`config.mk`:
```
export PLATFORM = sky130hd
export DESIGN_NAME = bram_window_reader_flat
export DESIGN_NICKNAME = d
export VERILOG_FILES = /design/src/rtl/bram_window_reader_if.sv /design/src/rtl/bram_window_reader.sv /design/src/flat_wrapper.sv
export SDC_FILE = /design/constraint.sdc
export NUM_CORES = 2
export LEC_CHECK = 0
export CAP_MARGIN = 20
export CORE_MARGIN = 2
export CORE_UTILIZATION = 35
export CTS_CLUSTER_SIZE = 25
export DETAILED_ROUTE_END_ITERATION = 6
export PLACE_DENSITY_LB_ADDON = 0.05
export SETUP_SLACK_MARGIN = 0.2
export SYNTH_ARGS = -nofsm -noshare
export SYNTH_HDL_FRONTEND = slang
export SYNTH_SLANG_ARGS = --single-unit
export TNS_END_PERCENT = 1
```
`constraint.sdc`:
```
create_clock -name clk -period 10.65 [get_ports clk]
set_input_delay 3.195 -clock clk [delete_from_list [all_inputs] [get_ports clk]]
set_output_delay 3.195 -clock clk [all_outputs]
set_load 0.1 [all_outputs]
```
`src/rtl/bram_window_reader_if.sv`:
```
// Bundle of the command, BRAM read port and window output signals for
// bram_window_reader.
//   master : command issuer / BRAM / window consumer side
//   slave  : bram_window_reader side
// Signals: start, base_addr[19:0], width[9:0], height[9:0] (command);
//          busy, done, err (status); rd_en, rd_we, rd_addr[19:0], rd_data[7:0]
//          (BRAM port); win_valid, win_data[71:0], win_row[9:0], win_col[9:0]
//          (window stream).
interface bram_window_reader_if;
  logic        start;
  logic [19:0] base_addr;
  logic [9:0]  width;
  logic [9:0]  height;
  logic        busy;
  logic        done;
  logic        err;
  logic        rd_en;
  logic        rd_we;
  logic [19:0] rd_addr;
  logic [7:0]  rd_data;
  logic        win_valid;
  logic [71:0] win_data;
  logic [9:0]  win_row;
  logic [9:0]  win_col;

  modport master (
    output start, base_addr, width, height, rd_data,
    input  busy, done, err, rd_en, rd_we, rd_addr, win_valid, win_data, win_row, win_col
  );

  modport slave (
    input  start, base_addr, width, height, rd_data,
    output busy, done, err, rd_en, rd_we, rd_addr, win_valid, win_data, win_row, win_col
  );
endinterface

```
`src/rtl/bram_window_reader.sv`:
```
// Streams an H x W 8-bit map out of a read-only BRAM port in row-major order
// and emits every fully-interior 3x3 window (stride 1, no padding).
// Ports:
//   clk, rst : clock, synchronous active-high reset
//   bus      : bram_window_reader_if.slave (command, BRAM port, window stream)
// Window byte 3*i+j sits at win_data[8k+7:8k]; i=0 is the oldest row, j=0 the
// leftmost column. win_row/win_col give the window centre.
module bram_window_reader #(
  parameter int MAX_W  = 256,
  parameter int RD_LAT = 2
) (
  input logic              clk,
  input logic              rst,
  bram_window_reader_if.slave bus
);
  localparam int CW = (MAX_W > 1) ? $clog2(MAX_W) : 1;

  typedef enum logic [1:0] {IDLE, READ, DRAIN, DONE} state_t;
  state_t state, state_nxt;

  logic [9:0]  w_q, h_q;       // geometry latched on start
  logic [9:0]  r_cnt, c_cnt;   // position of the pixel being issued
  logic        last_pix;
  logic        geom_bad;

  // Tag pipeline: stage s holds the tag of the read issued s cycles ago,
  // so stage RD_LAT lines up with the returning rd_data.
  logic [RD_LAT:1]       vld_pipe;
  logic [RD_LAT:1][9:0]  row_pipe;
  logic [RD_LAT:1][9:0]  col_pipe;

  logic          a_vld;
  logic [9:0]    a_r, a_c;
  logic [CW-1:0] a_idx;

  logic [7:0] lb0 [MAX_W];    // row r-1
  logic [7:0] lb1 [MAX_W];    // row r-2
  logic [7:0] lb0_rd, lb1_rd;

  logic [2:0][2:0][7:0] win;  // [row i][col j][byte]

  assign geom_bad = (bus.width < 10'd3) || (bus.height < 10'd3) ||
                    (bus.width > 10'(MAX_W));
  assign last_pix = (r_cnt == h_q - 10'd1) && (c_cnt == w_q - 10'd1);

  // ---------------- FSM ----------------
  always_ff @(posedge clk) begin
    if (rst) state <= IDLE;
    else     state <= state_nxt;
  end

  always_comb begin
    state_nxt = state;
    bus.busy  = 1'b0;
    bus.done  = 1'b0;
    bus.rd_en = 1'b0;
    case (state)
      IDLE:  if (bus.start) state_nxt = geom_bad ? DONE : READ;
      READ: begin
        bus.busy  = 1'b1;
        bus.rd_en = 1'b1;
        if (last_pix) state_nxt = DRAIN;
      end
      DRAIN: begin
        bus.busy = 1'b1;
        // Last window is registered the cycle the tag pipe empties, so
        // leaving now puts done right after the final win_valid.
        if (vld_pipe == '0) state_nxt = DONE;
      end
      DONE: begin
        bus.done  = 1'b1;
        state_nxt = IDLE;
      end
      default: state_nxt = IDLE;
    endcase
  end

  assign bus.rd_we = 1'b0;

  // ---------------- issue side ----------------
  always_ff @(posedge clk) begin
    if (rst) begin
      w_q         <= '0;
      h_q         <= '0;
      r_cnt       <= '0;
      c_cnt       <= '0;
      bus.rd_addr <= '0;
      bus.err     <= 1'b0;
    end else if (state == IDLE && bus.start) begin
      w_q         <= bus.width;
      h_q         <= bus.height;
      r_cnt       <= '0;
      c_cnt       <= '0;
      bus.rd_addr <= bus.base_addr;
      bus.err     <= geom_bad;
    end else if (state == READ && !last_pix) begin
      bus.rd_addr <= bus.rd_addr + 20'd1;  // wraps modulo 2^20
      if (c_cnt == w_q - 10'd1) begin
        c_cnt <= '0;
        r_cnt <= r_cnt + 10'd1;
      end else begin
        c_cnt <= c_cnt + 10'd1;
      end
    end
  end

  always_ff @(posedge clk) begin
    if (rst) begin
      vld_pipe <= '0;
      row_pipe <= '0;
      col_pipe <= '0;
    end else begin
      vld_pipe[1] <= bus.rd_en;
      row_pipe[1] <= r_cnt;
      col_pipe[1] <= c_cnt;
      for (int s = 2; s <= RD_LAT; s++) begin
        vld_pipe[s] <= vld_pipe[s-1];
        row_pipe[s] <= row_pipe[s-1];
        col_pipe[s] <= col_pipe[s-1];
      end
    end
  end

  // ---------------- arrival side ----------------
  assign a_vld = vld_pipe[RD_LAT];
  assign a_r   = row_pipe[RD_LAT];
  assign a_c   = col_pipe[RD_LAT];
  assign a_idx = a_c[CW-1:0];

  // Combinational reads against non-blocking writes: same-column
  // read-modify-write in one cycle sees the old contents.
  assign lb0_rd = lb0[a_idx];
  assign lb1_rd = lb1[a_idx];

  always_ff @(posedge clk) begin
    if (a_vld) begin
      lb1[a_idx] <= lb0_rd;
      lb0[a_idx] <= bus.rd_data;
    end
  end

  always_ff @(posedge clk) begin
    if (rst) begin
      win           <= '0;
      bus.win_valid <= 1'b0;
      bus.win_row   <= '0;
      bus.win_col   <= '0;
    end else begin
      bus.win_valid <= 1'b0;
      if (a_vld) begin
        for (int i = 0; i < 3; i++) begin
          win[i][0] <= win[i][1];
          win[i][1] <= win[i][2];
        end
        win[0][2] <= lb1_rd;
        win[1][2] <= lb0_rd;
        win[2][2] <= bus.rd_data;
        // c>=2 keeps all three columns inside the current row.
        if (a_r >= 10'd2 && a_c >= 10'd2) begin
          bus.win_valid <= 1'b1;
          bus.win_row   <= a_r - 10'd1;
          bus.win_col   <= a_c - 10'd1;
        end
      end
    end
  end

  assign bus.win_data = win;
endmodule

```
`src/flat_wrapper.sv`:
```
// flat-port wrapper written by rule: the top's interface ports become plain ports
module bram_window_reader_flat 
#(
  parameter int MAX_W  = 256,
  parameter int RD_LAT = 2
)
  (clk, rst, bus_start, bus_base_addr, bus_width, bus_height, bus_rd_data, bus_busy, bus_done, bus_err, bus_rd_en, bus_rd_we, bus_rd_addr, bus_win_valid, bus_win_data, bus_win_row, bus_win_col);
  bram_window_reader_if bus_i ();
  input logic clk;
  input logic rst;
  input wire logic [$bits(bus_i.start)-1:0] bus_start;
  input wire logic [$bits(bus_i.base_addr)-1:0] bus_base_addr;
  input wire logic [$bits(bus_i.width)-1:0] bus_width;
  input wire logic [$bits(bus_i.height)-1:0] bus_height;
  input wire logic [$bits(bus_i.rd_data)-1:0] bus_rd_data;
  output wire logic [$bits(bus_i.busy)-1:0] bus_busy;
  output wire logic [$bits(bus_i.done)-1:0] bus_done;
  output wire logic [$bits(bus_i.err)-1:0] bus_err;
  output wire logic [$bits(bus_i.rd_en)-1:0] bus_rd_en;
  output wire logic [$bits(bus_i.rd_we)-1:0] bus_rd_we;
  output wire logic [$bits(bus_i.rd_addr)-1:0] bus_rd_addr;
  output wire logic [$bits(bus_i.win_valid)-1:0] bus_win_valid;
  output wire logic [$bits(bus_i.win_data)-1:0] bus_win_data;
  output wire logic [$bits(bus_i.win_row)-1:0] bus_win_row;
  output wire logic [$bits(bus_i.win_col)-1:0] bus_win_col;
  assign bus_i.start = bus_start;
  assign bus_i.base_addr = bus_base_addr;
  assign bus_i.width = bus_width;
  assign bus_i.height = bus_height;
  assign bus_i.rd_data = bus_rd_data;
  assign bus_busy = bus_i.busy;
  assign bus_done = bus_i.done;
  assign bus_err = bus_i.err;
  assign bus_rd_en = bus_i.rd_en;
  assign bus_rd_we = bus_i.rd_we;
  assign bus_rd_addr = bus_i.rd_addr;
  assign bus_win_valid = bus_i.win_valid;
  assign bus_win_data = bus_i.win_data;
  assign bus_win_row = bus_i.win_row;
  assign bus_win_col = bus_i.win_col;
  bram_window_reader #(.MAX_W(MAX_W), .RD_LAT(RD_LAT)) u_core (.clk(clk), .rst(rst), .bus(bus_i));
endmodule
```
## Word level (Yosys, flattened, before mapping)

Memories as Yosys holds them, arrays and structs flattened. A register that Yosys moved wholly into a read port is not among the register bits.
Cells that the tools add are included.

| cells by class | value |
|---|---|
| add/subtract/negate cells | 7 |
| multipliers | 0 |
| div/mod/pow operators | 0 |
| order comparisons | 5 |
| equal/unequal tests | 8 |
| shift operators | 0 |
| mux-type cells | 15 |
| bitwise operators | 1 |
| reductions and logical operators | 16 |

Operators by type and width:

| cell | count |
|---|---|
| 2-to-1 mux 20 bit | 2 |
| subtractor 10 x 1 -> 10 bit (second input constant) | 4 |
| adder 10 x 1 -> 10 bit (second input constant) | 2 |
| adder 20 x 1 -> 20 bit (second input constant) | 1 |
| == test 10 bit | 2 |
| >= comparator 10 x 2 -> 1 bit (second input constant) | 2 |
| < comparator 10 x 2 -> 1 bit (second input constant) | 2 |
| greater-than comparator 10 x 9 -> 1 bit (second input constant) | 1 |
| 2-to-1 mux 10 bit | 1 |
| 2-to-1 mux 2 bit | 4 |
| 2-to-1 mux 8 bit | 1 |
| case mux 2 bit (4 select lines) | 1 |
| 2-to-1 mux 1 bit | 6 |
| OR reduction 2 bit | 3 |
| == test 2 bit (second input constant) | 2 |
| logical AND 1 bit | 4 |
| zero test 2 bit | 2 |
| != test 2 x 1 -> 1 bit (second input constant) | 2 |
| AND reduction 2 bit | 2 |
| AND reduction 3 bit | 1 |
| == test 2 x 1 -> 1 bit (second input constant) | 1 |
| logical OR 1 bit | 2 |
| != test 2 bit (second input constant) | 1 |
| nonzero test 2 bit | 1 |
| 2 further kinds | 2 |

| storage, ports and cells | value |
|---|---|
| register bits | 190 |
| bits in latches | 0 |
| bits in writable memories | 4,096 |
| memory bits (read-only) | 0 |
| input port bits | 51 |
| output and inout port bits | 118 |
| logic and storage cells | 77 |
| memories | 2 |

Memories:

| memory | words | width | rd ports | clocked after memory_dff | write ports | RTL line | RTL |
|---|---|---|---|---|---|---|---|
| u_core.lb0 | 256 | 8 | 1 | 1 | 1 | bram_window_reader.sv:36 | `logic [7:0] lb0 [MAX_W];` |
| u_core.lb1 | 256 | 8 | 1 | 1 | 1 | bram_window_reader.sv:37 | `logic [7:0] lb1 [MAX_W];` |

## Logic depth before layout (Yosys ltp)

| depth | value |
|---|---|
| word-level depth | 7 |
| gate-level depth with buffers | 15 |
| gate-level depth less buffers | 10 |

## Least setup slack after synthesis

OpenSTA, ideal clock, no wires.

| path | value |
|---|---|
| path kind | register -> register |
| start | reg, netlist name u_core.a_c[0] |
| end | mem u_core.lb1[0][0] (data pin) |
| setup time | 1.802 ns |
| data arrival time | 6.335 ns |
| data required time | 8.848 ns |
| setup slack | 2.513 ns |
| cell stages (with the launch flop) | 10 |
| path buffers | 5 |
| clock period less this slack | 8.137 ns |
| cells stage by stage | dfxtp_1 > buf_6 > buf_6 > buf_6 > buf_6 > buf_2 > mux4_2 > mux4_2 > a32oi_1 > nand4_1 |

RTL lines:

| what | RTL line |
|---|---|
| to (decl) | bram_window_reader.sv:37 |

==> results.sh <==
export IMPL_outcome="complete, no violations"
export IMPL_fin_skew_ns=0.08225
export IMPL_cts_sinks=4294
export IMPL_overflow=0
export IMPL_h_tree_depth=5
export IMPL_worst_pin_slew_ns=1.211
export IMPL_synthMuxAreaShare_pct=17.38
export IMPL_grt_setup_unrepaired="false"
export IMPL_drt_iter0_drc=9200
export IMPL_worst_path_buf_inv=5
export IMPL_synthAdderAreaFrac_pct=0.1285
export IMPL_p_clk_share_pct=43.5
export IMPL_synth_top_family_by_area="multiplexers"
export IMPL_synth_cells=7568
export IMPL_power_frac_comb_pct=5.3
export IMPL_routedWlPerCell_um=37.46
export IMPL_wirelength_um=554800
export IMPL_cp_max_fo=80
export IMPL_hold_start="u_core.row_pipe[8]"
export IMPL_via_count=82890
export IMPL_ctsLongestPathBuffers=4
export IMPL_via_per_inst=5.596
export IMPL_cts_tree="done"
export IMPL_dieWidth_um=691.6
export IMPL_avgSynthCellArea_um2=21.86
export IMPL_grtUsageTotal_pct=22.81
export IMPL_hold_worst_slack_ns=0.4379
export IMPL_io_buffers=167
export IMPL_cts_made_buffers=473
export IMPL_power_switching_mw=8.277
export IMPL_final_area_um2=192600
export IMPL_swShare_pct=22.62
export IMPL_ir_drop_mv=0.1467
export IMPL_start_util_pct=35.13
export IMPL_core_area_um2=471100
export IMPL_grt_max_degree=153
export IMPL_finalHoldViolations=0
export IMPL_relSlewSlack_pct=19.25
export IMPL_pwr_density_cell_nw_per_um2=190.0
export IMPL_synth_area_um2=165500
export IMPL_pwr_share_seq_pct=51.2
export IMPL_drc=0
export IMPL_final_common_cell="edfxtp_1"
export IMPL_ant_nets=0
export IMPL_r2r_start="u_core.a_c[0]"
export IMPL_min_period_over_period_pct=64.84
export IMPL_grt_pass1_vias=83690
export IMPL_root_buffer="clkbuf_16"
export IMPL_synth_seq_cells=4294
export IMPL_synth_warnings=0
export IMPL_syn_to_final_growth_pct=16.40
export IMPL_finalSetupTns_ns=0
export IMPL_cts_resized=0
export IMPL_hold_class="register to register"
export IMPL_synth_edff_count=4096
export IMPL_io_pins=169
export IMPL_slew_violations=0
export IMPL_dpl_cell_count=13930
export IMPL_path_cells="buf_12 -> buf_12 -> buf_4 -> mux4_2 -> mux4_2 -> a22oi_1 -> nand3_1 -> nor2_1 -> nand4_1 -> buf_4 -> buf_4"
export IMPL_crit_path_end_kind="register"
export IMPL_num_rows=252
export IMPL_die_h_um=691.6
export IMPL_slowest_delay_ns=0.75
export IMPL_async_flop_share_pct=0
export IMPL_crit_start="u_core.a_c[0]"
export IMPL_crit_type="register to register"
export IMPL_placed_cell_area_um2=177500
export IMPL_period_minus_slack_ns=6.905
export IMPL_yosys_area_share_simple_pct=2.566
export IMPL_cp_slowest_cell="a22oi_1"
export IMPL_final_cell_mix="edfxtp_1, mux4_2, clkbuf_16"
export IMPL_setup_viol=0
export IMPL_cpMostUsedCell="buf_4"
export IMPL_gp_congestion=0.8790
export IMPL_crit_arrival_ns=7.54
export IMPL_cp_required_ns=11.29
export IMPL_report_power_total_mw=36.59
export IMPL_dieArea_um2=478300
export IMPL_cts_setup_buffers=0
export IMPL_synth_compound_area_share_pct=1.620
export IMPL_final_cells=14810
export IMPL_cts_clk_slew_worst_paths_ns=0.06
export IMPL_synth_flop_cell="edfxtp_1"
export IMPL_antenna_found_initial=36
export IMPL_grt_pass1_wl_um=749100
export IMPL_cp_start_kind="register"
export IMPL_syn_nets=7636
export IMPL_max_freq_mhz=144.8
export IMPL_drive_above_1_share_pct=29.13
export IMPL_p_int_mw=28.31
export IMPL_drt_pre_antenna_iters=6
export IMPL_path_delay_family="buffers and inverters"
export IMPL_hpwl_um=340300
export IMPL_yosysSeqAreaShare_pct=76.73
export IMPL_power_leakage_nw=57.10
export IMPL_clkLatencyLatePin_ns=1.05
export IMPL_ys_types=73
export IMPL_nNetsFinal=8255
export IMPL_drv_cap=0
export IMPL_holdBufCountCts=0
export IMPL_synth_xor_xnor_area_share_pct=0.2329
==> metrics by stage <==
stage	setup WS [ns]	util, %
6_report	3.745	40.89
5_1_grt	3.495	40.88
4_1_cts	3.040	40.84
3_5_place_dp	3.104	37.68
3_3_place_gp	3.178	37.65
2_1_floorplan	2.513	-
==> cell type report <==
class                      count  area (µm²)
multi-input combinational   2824       37690
clock inverter               273        2470
tap                         6223        7786
antenna                       17       42.54
sequential                  4294      127000
timing repair buffer         574        5142
inverter                      20       75.07
fill                       41600      278500
clock buffer                 586       12410
==> layer usage <==
metal / share of wire [%] / track usage (%) / wire length (µm) / vias up
li1: - / - / - / 33130
met1: 43 / 32.17 / 240200 / 46010
met2: 47 / 36.42 / 261400 / 2987
met3: 6.3 / 3.956 / 35140 / 758
met4: 3.3 / 6.703 / 18090 / 4
met5: 0.0058 / 0 / 32 / -
==> synth_stat cells, types with 11 or more instances <==
cell / instances / share of area, %
a31oi_1: 20 / 0.076
o22ai_1: 47 / 0.18
edfxtp_1: 4096 / 74
a21oi_1: 69 / 0.21
buf_1: 54 / 0.12
xor2_1: 15 / 0.079
mux4_2: 1145 / 16
nor2_1: 422 / 0.96
and3_1: 18 / 0.068
nor4_1: 23 / 0.087
a22oi_1: 54 / 0.24
ha_1: 17 / 0.13
a32oi_1: 15 / 0.079
nand3_1: 86 / 0.26
a311oi_1: 11 / 0.058
or3_1: 26 / 0.098
buf_4: 53 / 0.24
nand2_1: 166 / 0.38
a211oi_1: 30 / 0.14
buf_6: 24 / 0.16
inv_1: 18 / 0.041
o21ai_0: 45 / 0.14
buf_2: 124 / 0.38
clkbuf_1: 175 / 0.40
o32ai_1: 18 / 0.095
dfxtp_1: 198 / 2.4
nor3_1: 60 / 0.18
mux2i_1: 292 / 1.8
and2_1: 12 / 0.045
nand4_1: 29 / 0.11
nor2b_1: 53 / 0.20
xnor2_1: 29 / 0.15
==> final timing paths <==
path                            cells past startpoint  slack [ns]           endpoint
worst max-delay path                               11        3.74  u_core.lb1[68][0]
worst max register to register                     11        3.74  u_core.lb1[68][0]
worst min-delay path                                1        0.44      u_core.a_r[8]
worst min register to register                      1        0.44      u_core.a_r[8]
==> state kept, by name, summed over array words and instances, names as in the netlist <==
signal and count:
u_core.a_c 10, u_core.a_r 10, u_core.bus.err 1, u_core.bus.rd_addr 20
u_core.bus.win_col 10, u_core.bus.win_data 72, u_core.bus.win_row 10, u_core.bus.win_valid 1
u_core.c_cnt 10, u_core.col_pipe 10, u_core.h_q 10, u_core.lb0 2048
u_core.lb1 2048, u_core.r_cnt 10, u_core.row_pipe 10, u_core.state 2
u_core.vld_pipe 2, u_core.w_q 10
==> cells by family after synthesis <==
family	count (synthesis)
flip-flops	4294
XOR/XNOR	44
other	1
buffers and inverters	450
AND/OR/NAND/NOR	935
multiplexers	1441
AO/OA/AOI/OAI	386
adder cells (fa/ha/maj)	17
==> power by group through the flow <==
stage | registers [mW] | clock network [mW] | logic, mW
finish | 18.7 | 15.9 | 1.94
global route | 18.7 | 16.9 | 2.07
CTS | 18.7 | 16.3 | 1.96
detailed placement | 19.1 | 0 | 1.96
global placement | 19.1 | 0 | 1.92
floorplan | 19.3 | 0 | 0.944
Power figures use the tool's default switching activity.
==> variant, RTL diff (same settings) <==
`RD_LAT` is set to 2 in 2 places; all go to 1.
--- a/src/rtl/bram_window_reader.sv
+++ b/src/rtl/bram_window_reader.sv
@@ -7,7 +7,7 @@
 // leftmost column. win_row/win_col give the window centre.
 module bram_window_reader #(
   parameter int MAX_W  = 256,
-  parameter int RD_LAT = 2
+  parameter int RD_LAT = 1
 ) (
   input logic              clk,
   input logic              rst,
--- a/src/flat_wrapper.sv
+++ b/src/flat_wrapper.sv
@@ -2,7 +2,7 @@
 module bram_window_reader_flat 
 #(
   parameter int MAX_W  = 256,
-  parameter int RD_LAT = 2
+  parameter int RD_LAT = 1
 )
   (clk, rst, bus_start, bus_base_addr, bus_width, bus_height, bus_rd_data, bus_busy, bus_done, bus_err, bus_rd_en, bus_rd_we, bus_rd_addr, bus_win_valid, bus_win_data, bus_win_row, bus_win_col);
   bram_window_reader_if bus_i ();
Function: not settled (the Yosys comparison gave no result); the edit may change what the design does.
==> variant against the unedited design <==
The flow now finishes with violations (DRC). Total power is 6.3% higher. Sequential cell count shrank 21. Count of clock-buffer cells in the layout up 6. Area after synthesis is 0.64% lower. Routed wire length fell by 0.49%. Final cell count shrank 0.84%. Worst setup slack worse by 0.0055 ns. Cell area is 0.27% lower. Critical path type unchanged. Largest cell class unchanged. Largest power group unchanged. Highest routed layer unchanged.
==> variant: results <==
set metrics [dict create \
    rr_startpoint "u_core.a_c[1]" \
    via_per_inst 5.58 \
    dp_hpwl_um 337000 \
    use_met3_pct 4.03 \
    nets 8144 \
    hold_path_depth 2 \
    seqPwrFrac_pct 49.1 \
    reg2reg_slack_ns 3.74 \
    vias 81900 \
    placed_area_mm2 0.177 \
    switching_share_pct 24.4 \
    ir_drop_mv 0.151 \
    antenna_found_initial 28 \
    worstReg2RegEnd "u_core.lb1[164][7]" \
    route.met3.wl_um 33200 \
    holdPathEnd "u_core.w_q[9]" \
    pwr-share-clk_pct 41.4 \
    cp_slowest_cell "nor4_1" \
    p_leak_nw 57.1 \
    violations "DRC" \
    grtUsageTotal_pct 23.0 \
    pre_cts_ws_ns 3.89 \
    met2_usage_pct 36.7 \
    ys_seq_area_share_pct 77.0 \
    use_met1_pct 32.3 \
    cts_buffers 471 \
    tightest_slew_ns 1.45 \
    yosys-top-cells-area "edfxtp_1, mux4_2, dfxtp_1" \
    skew_ns 0.0934 \
    wl_met2_um 260000 \
    grt_pass1_vias 82700 \
    worstHoldStart "u_core.w_q[9]" \
    wl_met1_um 240000 \
    drcViolationCount 4 \
    status "finished with violations" \
    synth_cell_types 76 \
    synth_fp_nets 7506 \
    fin_hold_ws_ns 0.485 \
    synth_common_cells "edfxtp_1, mux4_2, nor2_1" \
    grt_pass1_wl_um 745000 \
    routabilityCongestion 0.886 \
    dr.pass1.iters 7 \
    fill_cells 40700 \
]
## variant: cell count changes in the layout (fill, tap and decap cells not counted), sizes merged, moves of 15 or more
cell	delta
a22oi	-22
dfxtp	-21
mux4	+15
nand3	-27
nand4	-20
nor2b	-16
nor3	-31
o22ai	+22
## variant: layout make-up
class                   count  area (um2)  share of cell area, %
well taps                6198        7750                   4.04
diodes                     18        45.0                 0.0234
repair buffers            579        5290                   2.76
flip-flops and latches   4273      127000                   65.9
inverters                  25        93.8                 0.0489
clock buffers             592       12400                   6.46
clock inverters           275        2720                   1.42
multi-input cells        2726       37200                   19.4
## variant: cells by family (layout without fill, tap and decap cells)
kind of cell	after synthesis	count (layout)	synth area share, %
flip-flops	4273	4273	77.0
other	1	19	0.00228
XOR/XNOR	45	45	0.240
AO/OA/AOI/OAI	366	366	1.54
adder cells (fa/ha/maj)	17	17	0.129
buffers and inverters	439	1471	1.15
multiplexers	1452	1452	17.7
AND/OR/NAND/NOR	845	845	2.30
## variant: worst max-delay path by stage
| stage | from | endpoint | slack, ns | cells after the start |
|---|---|---|---|---|
| after detailed placement | u_core.a_c[0] | u_core.bus.win_data[47] | 3.89 | 12 |
| after CTS | u_core.a_c[0] | u_core.lb1[164][7] | 3.87 | 11 |
| after global placement | u_core.a_c[1] | u_core.lb1[44][3] | 3.44 | 9 |
| after global routing | u_core.a_c[0] | u_core.bus.win_data[47] | 3.72 | 12 |
| final | u_core.a_c[1] | u_core.lb1[164][7] | 3.74 | 11 |
| after floorplan | u_core.a_c[0] | u_core.lb1[0][0] | 2.30 | 11 |
## variant: worst min-delay path, delay by kind of cell (launching register included)
kind / cells / cell delay [ns]
flip-flops: 1 / 0.32
AO/OA/AOI/OAI: 1 / 0.06
AND/OR/NAND/NOR: 1 / 0.06
